[config.mk]
export PLATFORM = sky130hd
export DESIGN_NAME = ddc_acq_ctrl
export DESIGN_NICKNAME = d
export VERILOG_FILES = /design/src/rtl/ddc_acq_ctrl.sv
export SDC_FILE = /design/constraint.sdc
export NUM_CORES = 1
export LEC_CHECK = 0
export CAP_MARGIN = 20
export CORE_MARGIN = 5
export CORE_UTILIZATION = 50
export DETAILED_ROUTE_END_ITERATION = 10
export DONT_BUFFER_PORTS = 1
export SKIP_CTS_REPAIR_TIMING = 1
export SLEW_MARGIN = 20
export SYNTH_ARGS = -nofsm -noshare
export SYNTH_HDL_FRONTEND = slang
export SYNTH_SLANG_ARGS = --single-unit
export TNS_END_PERCENT = 10
[constraint.sdc]
create_clock -name clk_i -period 4.8 [get_ports clk_i]
set_input_delay 0.96 -clock clk_i [delete_from_list [all_inputs] [get_ports clk_i]]
set_output_delay 0.96 -clock clk_i [all_outputs]
set_load 0.01 [all_outputs]
[src/rtl/ddc_acq_ctrl.sv]
// Acquisition sequencer for the DDC: arm, trigger, CIC settle, capture N samples.
// Optional macro DDC_ACQ_CTRL_TRIG_SYNC_EN adds a trigger synchronizer and rising-edge detector.
module ddc_acq_ctrl #(
  parameter int RATE_WIDTH     = 7,
  parameter int CNT_WIDTH      = 16,
  parameter int SETTLE_OUTPUTS = 5
) (
  input  logic                  clk_i,
  input  logic                  rst_i,
  input  logic                  en_i,
  input  logic                  start_i,
  input  logic                  abort_i,
  input  logic [RATE_WIDTH-1:0] rate_i,
  input  logic [CNT_WIDTH-1:0]  nsamples_i,
  input  logic                  trig_i,
  input  logic                  val_i,
  output logic                  act_o,
  output logic                  act_out_o,
  output logic                  keep_o,
  output logic                  busy_o,
  output logic                  done_o,
  output logic                  err_o,
  output logic [CNT_WIDTH-1:0]  sample_cnt_o
);

  localparam int SW = $clog2(SETTLE_OUTPUTS + 1);

  typedef enum logic [2:0] {S_IDLE, S_ARMED, S_SETTLE, S_CAPTURE, S_DONE} state_t;

  state_t                r_state, w_state_nxt;
  logic [RATE_WIDTH-1:0] r_rate, w_rate_nxt;
  logic [RATE_WIDTH-1:0] r_dcnt, w_dcnt_nxt;
  logic [CNT_WIDTH-1:0]  r_nsamples, w_nsamples_nxt;
  logic [CNT_WIDTH-1:0]  r_sample_cnt, w_sample_cnt_nxt;
  logic [SW-1:0]         r_scnt, w_scnt_nxt;
  logic                  r_act, w_act_nxt;
  logic                  r_act_out, w_act_out_nxt;
  logic                  r_done, w_done_nxt;
  logic                  r_err, w_err_nxt;
  logic                  r_busy;
  logic                  w_trig;

`ifdef DDC_ACQ_CTRL_TRIG_SYNC_EN
  // Two synchronizer flops plus one history flop for rising-edge detection.
  logic [2:0] r_trig_sync;

  always_ff @(posedge clk_i or posedge rst_i) begin
    if (rst_i)     r_trig_sync <= '0;
    else if (en_i) r_trig_sync <= {r_trig_sync[1:0], trig_i};
  end

  assign w_trig = r_trig_sync[1] & ~r_trig_sync[2];
`else
  assign w_trig = trig_i;
`endif

  always_comb begin
    w_state_nxt      = r_state;
    w_rate_nxt       = r_rate;
    w_nsamples_nxt   = r_nsamples;
    w_dcnt_nxt       = r_dcnt;
    w_scnt_nxt       = r_scnt;
    w_sample_cnt_nxt = r_sample_cnt;
    w_act_nxt        = r_act;
    w_act_out_nxt    = 1'b0;
    w_done_nxt       = 1'b0;
    w_err_nxt        = 1'b0;
    if (abort_i) begin
      w_state_nxt = S_IDLE;
      w_act_nxt   = 1'b0;
    end else begin
      unique case (r_state)
        S_IDLE: begin
          if (start_i) begin
            w_rate_nxt     = rate_i;
            w_nsamples_nxt = nsamples_i;
            if (rate_i < RATE_WIDTH'(2) || nsamples_i == '0) begin
              w_err_nxt = 1'b1;
            end else begin
              w_state_nxt      = S_ARMED;
              w_sample_cnt_nxt = '0;
            end
          end
        end
        S_ARMED: begin
          if (w_trig) begin
            w_state_nxt = S_SETTLE;
            w_act_nxt   = 1'b1;
            w_dcnt_nxt  = '0;
            w_scnt_nxt  = '0;
          end
        end
        S_SETTLE, S_CAPTURE: begin
          // Strobe is registered from the terminal count, so it lands rate cycles after trigger.
          w_act_out_nxt = (r_dcnt == r_rate - 1'b1);
          w_dcnt_nxt    = (r_dcnt == r_rate - 1'b1) ? '0 : r_dcnt + 1'b1;
          if (val_i) begin
            if (r_state == S_SETTLE) begin
              w_scnt_nxt = r_scnt + 1'b1;
              if (r_scnt == SW'(SETTLE_OUTPUTS - 1)) w_state_nxt = S_CAPTURE;
            end else begin
              w_sample_cnt_nxt = r_sample_cnt + 1'b1;
              if (r_sample_cnt + 1'b1 == r_nsamples) begin
                w_state_nxt   = S_DONE;
                w_act_nxt     = 1'b0;
                w_act_out_nxt = 1'b0;
                w_done_nxt    = 1'b1;
              end
            end
          end
        end
        S_DONE:  w_state_nxt = S_IDLE;
        default: w_state_nxt = S_IDLE;
      endcase
    end
  end

  // Abort bypasses the clock enable; everything else advances only when enabled.
  always_ff @(posedge clk_i or posedge rst_i) begin
    if (rst_i) begin
      r_state      <= S_IDLE;
      r_rate       <= '0;
      r_nsamples   <= '0;
      r_dcnt       <= '0;
      r_scnt       <= '0;
      r_sample_cnt <= '0;
      r_act        <= 1'b0;
      r_act_out    <= 1'b0;
      r_done       <= 1'b0;
      r_err        <= 1'b0;
      r_busy       <= 1'b0;
    end else if (en_i || abort_i) begin
      r_state      <= w_state_nxt;
      r_rate       <= w_rate_nxt;
      r_nsamples   <= w_nsamples_nxt;
      r_dcnt       <= w_dcnt_nxt;
      r_scnt       <= w_scnt_nxt;
      r_sample_cnt <= w_sample_cnt_nxt;
      r_act        <= w_act_nxt;
      r_act_out    <= w_act_out_nxt;
      r_done       <= w_done_nxt;
      r_err        <= w_err_nxt;
      r_busy       <= (w_state_nxt != S_IDLE);
    end
  end

  assign act_o        = r_act;
  assign act_out_o    = r_act_out;
  assign keep_o       = (r_state == S_CAPTURE) & val_i;
  assign busy_o       = r_busy;
  assign done_o       = r_done;
  assign err_o        = r_err;
  assign sample_cnt_o = r_sample_cnt;

endmodule
Word level (Yosys, flattened, before mapping)
Cells that the tools add are included.

Bits in registers: 57.

Add/sub/neg operators: 4. $lt $le $gt $ge: 1. Equal/unequal tests: 16. Multiplexer cells: 41. Bitwise operators: 2. Reduce and logical (&&, ||, !) cells: 14.

Operator list (number): 16-bit 2-to-1 mux (4); 3-bit 2-to-1 mux (11); 16-bit one-hot mux with 2 select lines (1); 1-bit 2-to-1 mux (19); 16-bit by 1-bit adder with 16-bit output (second input constant) (1); 16-bit equality test (1); 16-bit zero test (1); 7-bit 2-to-1 mux (2); 7-bit one-hot mux with 2 select lines (1); 2-bit inequality test (second input constant) (6); 3-bit inequality test (second input constant) (4); 6-bit AND reduction (2); 3-bit one-hot mux with 3 select lines (1); 4-bit AND reduction (2); 7-bit by 1-bit adder with 7-bit output (second input constant) (1); 7-bit equality test (1); 7-bit by 2-bit less-than comparator with 1-bit output (second input constant) (1); 7-bit AND reduction (1); 7-bit by 1-bit subtractor with 7-bit output (second input constant) (1); 3-bit by 2-bit equality test with 1-bit output (second input constant) (2); 3-bit one-hot mux with 2 select lines (1); 3-bit nonzero test (2); 2-bit nonzero test (2); 3-bit by 1-bit adder with 3-bit output (second input constant) (1); other kinds (8) (9).

Logic depth before layout (Yosys ltp)
Word-level depth: 8. Mapped depth: 10. Mapped depth without buffers: 9.

Worst setup path before layout
Ideal clock, no wire load.

Path type: register to register. From: reg r_sample_cnt[0], in the netlist sample_cnt_o[0]. To: reg r_done, in the netlist done_o. Setup time: 0.068 ns. Data arrival time: 2.609 ns. Slack: 2.123 ns. Stages on the path, launching flop included: 10. Path buffers: 1. Clock period less this slack: 2.677 ns. Path through: dfrtp_1 ha_1 nand3_4 or4_1 buf_2 xnor2_1 a211oi_1 a21oi_2 nor4_4 a32o_1.

Cells in the longest elaborated chain, start to end: 7.

Ends and longest elaborated chain: start, declared (RTL line 34) `logic [CNT_WIDTH-1:0] r_sample_cnt, w_sample_cnt_nxt;`; start signal, assigned (RTL line 138) `r_sample_cnt <= w_sample_cnt_nxt;`; 16-bit by 1-bit adder with 16-bit output (RTL line 103) `if (r_sample_cnt + 1'b1 == r_nsamples) begin`; 16-bit equality test (RTL line 103); 1-bit 2-to-1 mux (RTL line 103); 1-bit 2-to-1 mux (RTL line 98) `if (r_state == S_SETTLE) begin`; 1-bit 2-to-1 mux (RTL line 97) `if (val_i) begin`; 1-bit 2-to-1 mux (RTL line 72) `unique case (r_state)`; 1-bit 2-to-1 mux (RTL line 68) `if (abort_i) begin`; end signal, assigned (RTL line 141) `r_done <= w_done_nxt;`; end, declared (RTL line 38) `logic r_done, w_done_nxt;`.

No other way between the ends. A chain may end at the register's enable or synchronous reset.

Worst setup path in the final report
From: reg r_sample_cnt[0], in the netlist sample_cnt_o[0]. To: reg r_state[0].

Cells in the longest elaborated chain, start to end: 7.

Ends and longest elaborated chain: 16-bit by 1-bit adder with 16-bit output (RTL line 103); 16-bit equality test (RTL line 103); 3-bit 2-to-1 mux (RTL line 103); 3-bit 2-to-1 mux (RTL line 98); 3-bit 2-to-1 mux (RTL line 97); 3-bit one-hot mux with 3 select lines (RTL line 72); 3-bit 2-to-1 mux (RTL line 68); end signal, assigned (RTL line 133) `r_state <= w_state_nxt;`; end, declared (RTL line 30) `state_t r_state, w_state_nxt;`.

No other way between the ends.

==> run summary <==
Max Slew Vio Count = 0
Number of global-route vias before repair = 2564
Asr flop ratio synth = 100%
Leakage power = 0.00150 uW
Setup CP Type = flip-flop to flip-flop
RePlAce Congestion = 0.848
Core Region = 0.00687 mm^2
Clock sinks = 57
Post-route setup TNS = 0 ps
I/O pins = 52
Post-synth EDFFs = 0
Ys flop type = dfrtp_1
Global Route Usage Sum = 20.5%
Antenna violations before repair = 0
H-tree level count = 3
Final Hold Vio Count = 0
1st-iter DRT viols = 194
Post-DP HPWL = 6190 um
Worst Path Arrival = 3390 ps
Main area contributors after synthesis = dfrtp_1, mux2_2, xnor2_1
Post-Syn Area = 0.00356 mm^2
RSZ-0062 raised after global routing = no
Largest net degree at the start of global routing = 58
Count leader, synth = dfrtp_1
Worst slew margin = 49.4%
Root Driver = clkbuf_8
Antenna fix cells = 0
CP endpoint kind = flip-flop
Cells after Synth = 368
Number of buffers created by CTS = 9
CTS tree = done
Cell area after placement = 0.00356 mm^2
Clock buffer depth = 2
Worst Skew = 7.64 ps
Crit-path max FO = 9
Top-area cell type share of the netlist area = 40.1%
Nets = 395
Hold/Removal Path Class = flip-flop to flip-flop
Yosys Warn Count = 0
Max Freq = 0.313 GHz
CP required = 5000 ps
Die Span X = 94.3 um
Final ANT Viol Nets = 0
FF-to-FF setup slack = 1610 ps
Seq cells post-synth = 57
Pwr Density = 347 mW/mm^2
Fill cells = 628
Final clock period utilization by the worst path = 66.5%
Synth unique cells = 56
Number of max-cap violations = 0
Drt drc = 0
DR vias = 2733
Outcome = complete, no violations
Multi-input logic area = 0.00196 mm^2
Num rows = 30
First-pass iteration count of the detailed router = 4
Post-synth top cells = dfrtp_1, nand2_1, o21ai_0
Slew @ Worst Pin = 759 ps
Total wire length = 8410 um
Ratio of cells with drive above 1 in the final layout = 15.9%
Syn_nets = 403
First-pass GRT wire length = 13900 um
FF+latch area = 0.00143 mm^2
Setup violators final = 0
Fin util = 54.4%
Final Critical Period = 3190 ps
Cells after DPL = 445
Area leader, netlist = dfrtp_1
Die height = 94.3 um
Clock transition at path regs = 60 ps
Synth Area per Inst = 9.66 um^2
Worst Slack Setup Final = 1610 ps
Setup WS pre-CTS = 1490 ps
Final Instance Area = 0.00374 mm^2
WL/cell = 18.2 um
Initial Util = 51.8%
Max rail drop VDD = 0.310 mV
P&R area growth vs syn = 5.17%
Startpoint class of the critical path = flip-flop
Sequential share of the synthesized area = 40.1%
Vias per cell = 5.93
Die area = 0.00890 mm^2
Final cell count without fillers = 461
Clock latency on the worst-skew pair = 340 ps
Gr ovfl total = 0
IO Port Bufs = 0
## cells by family after synthesis
group	after synthesis	share of synthesized area (%)
adders and majority gates	5	1.76
muxes	30	9.32
buffers and inverters	34	5.00
and+or+nand+nor	128	20.6
xor gates and xnor gates	29	7.14
AOI/OAI and AO/OA	85	16.1
DFF	57	40.1
## cells in the final DEF (no fill, tap or decap), drive strengths merged, types with 13 or more instances in the layout
cell,count
mux2,25
dfrtp,57
nand2,31
inv,13
a21oi,13
nor2,26
xor2,13
xnor2,16
clkbuf,13
nand3,13
o21ai,28
## through the flow
step / total power (uW) / hold WS, ps
after global routing: 1380 / 558
after floorplan: 842 / 500
final: 1300 / 528
after CTS: 1310 / 530
after detailed placement: 902 / 516
after global placement: 894 / 514
## metal layers
metal	track usage [%]	vias up	wire [um]
met1	31.0	1315	4110
met5	0	-	0
met2	27.3	66	3570
met4	8.30	0	149
met3	5.50	11	574
li1	-	1341	-
## power breakdown
group	internal, uW	total, uW	switching (uW)
logic	138	264	126
clock network	213	403	190
registers	547	629	81.2
## final timing paths
| kind | end | depth (start not counted) | from |
|---|---|---|---|
| max | r_state[0] | 8 | sample_cnt_o[0] |
| min | r_rate[6] | 1 | r_rate[6] |
| max reg2reg | r_state[0] | 8 | sample_cnt_o[0] |
| min reg2reg | r_rate[6] | 1 | r_rate[6] |
| max in group asynchronous | r_nsamples[8] | 2 | rst_i |
| min in group asynchronous | r_nsamples[0] | 2 | rst_i |
## flip-flops by register name (all words and copies together) (netlist names)
register      flops
err_o             1
act_o             1
r_nsamples       16
r_scnt            3
act_out_o         1
r_state           3
r_rate            7
busy_o            1
done_o            1
r_dcnt            7
sample_cnt_o     16
## critical path, cell delays in order (launching register included)
cell and delay (ps):
dfrtp_1 580, ha_1 380, nand3_4 170, or4_1 700
xnor2_1 180, a211oi_1 280, a21oi_2 80, nor4_4 490
o21ai_0 170
## final cells by class
class	count	share of cell area (%)
Timing Repair Buffer	2	0.401
Inverter	13	1.30
Clock inverter	3	0.401
Multi-Input combinational cell	277	52.3
Sequential cell	57	38.1
Clock buffer	13	4.25
Tap cell	96	3.21
(Power assumes the default switching activity.)
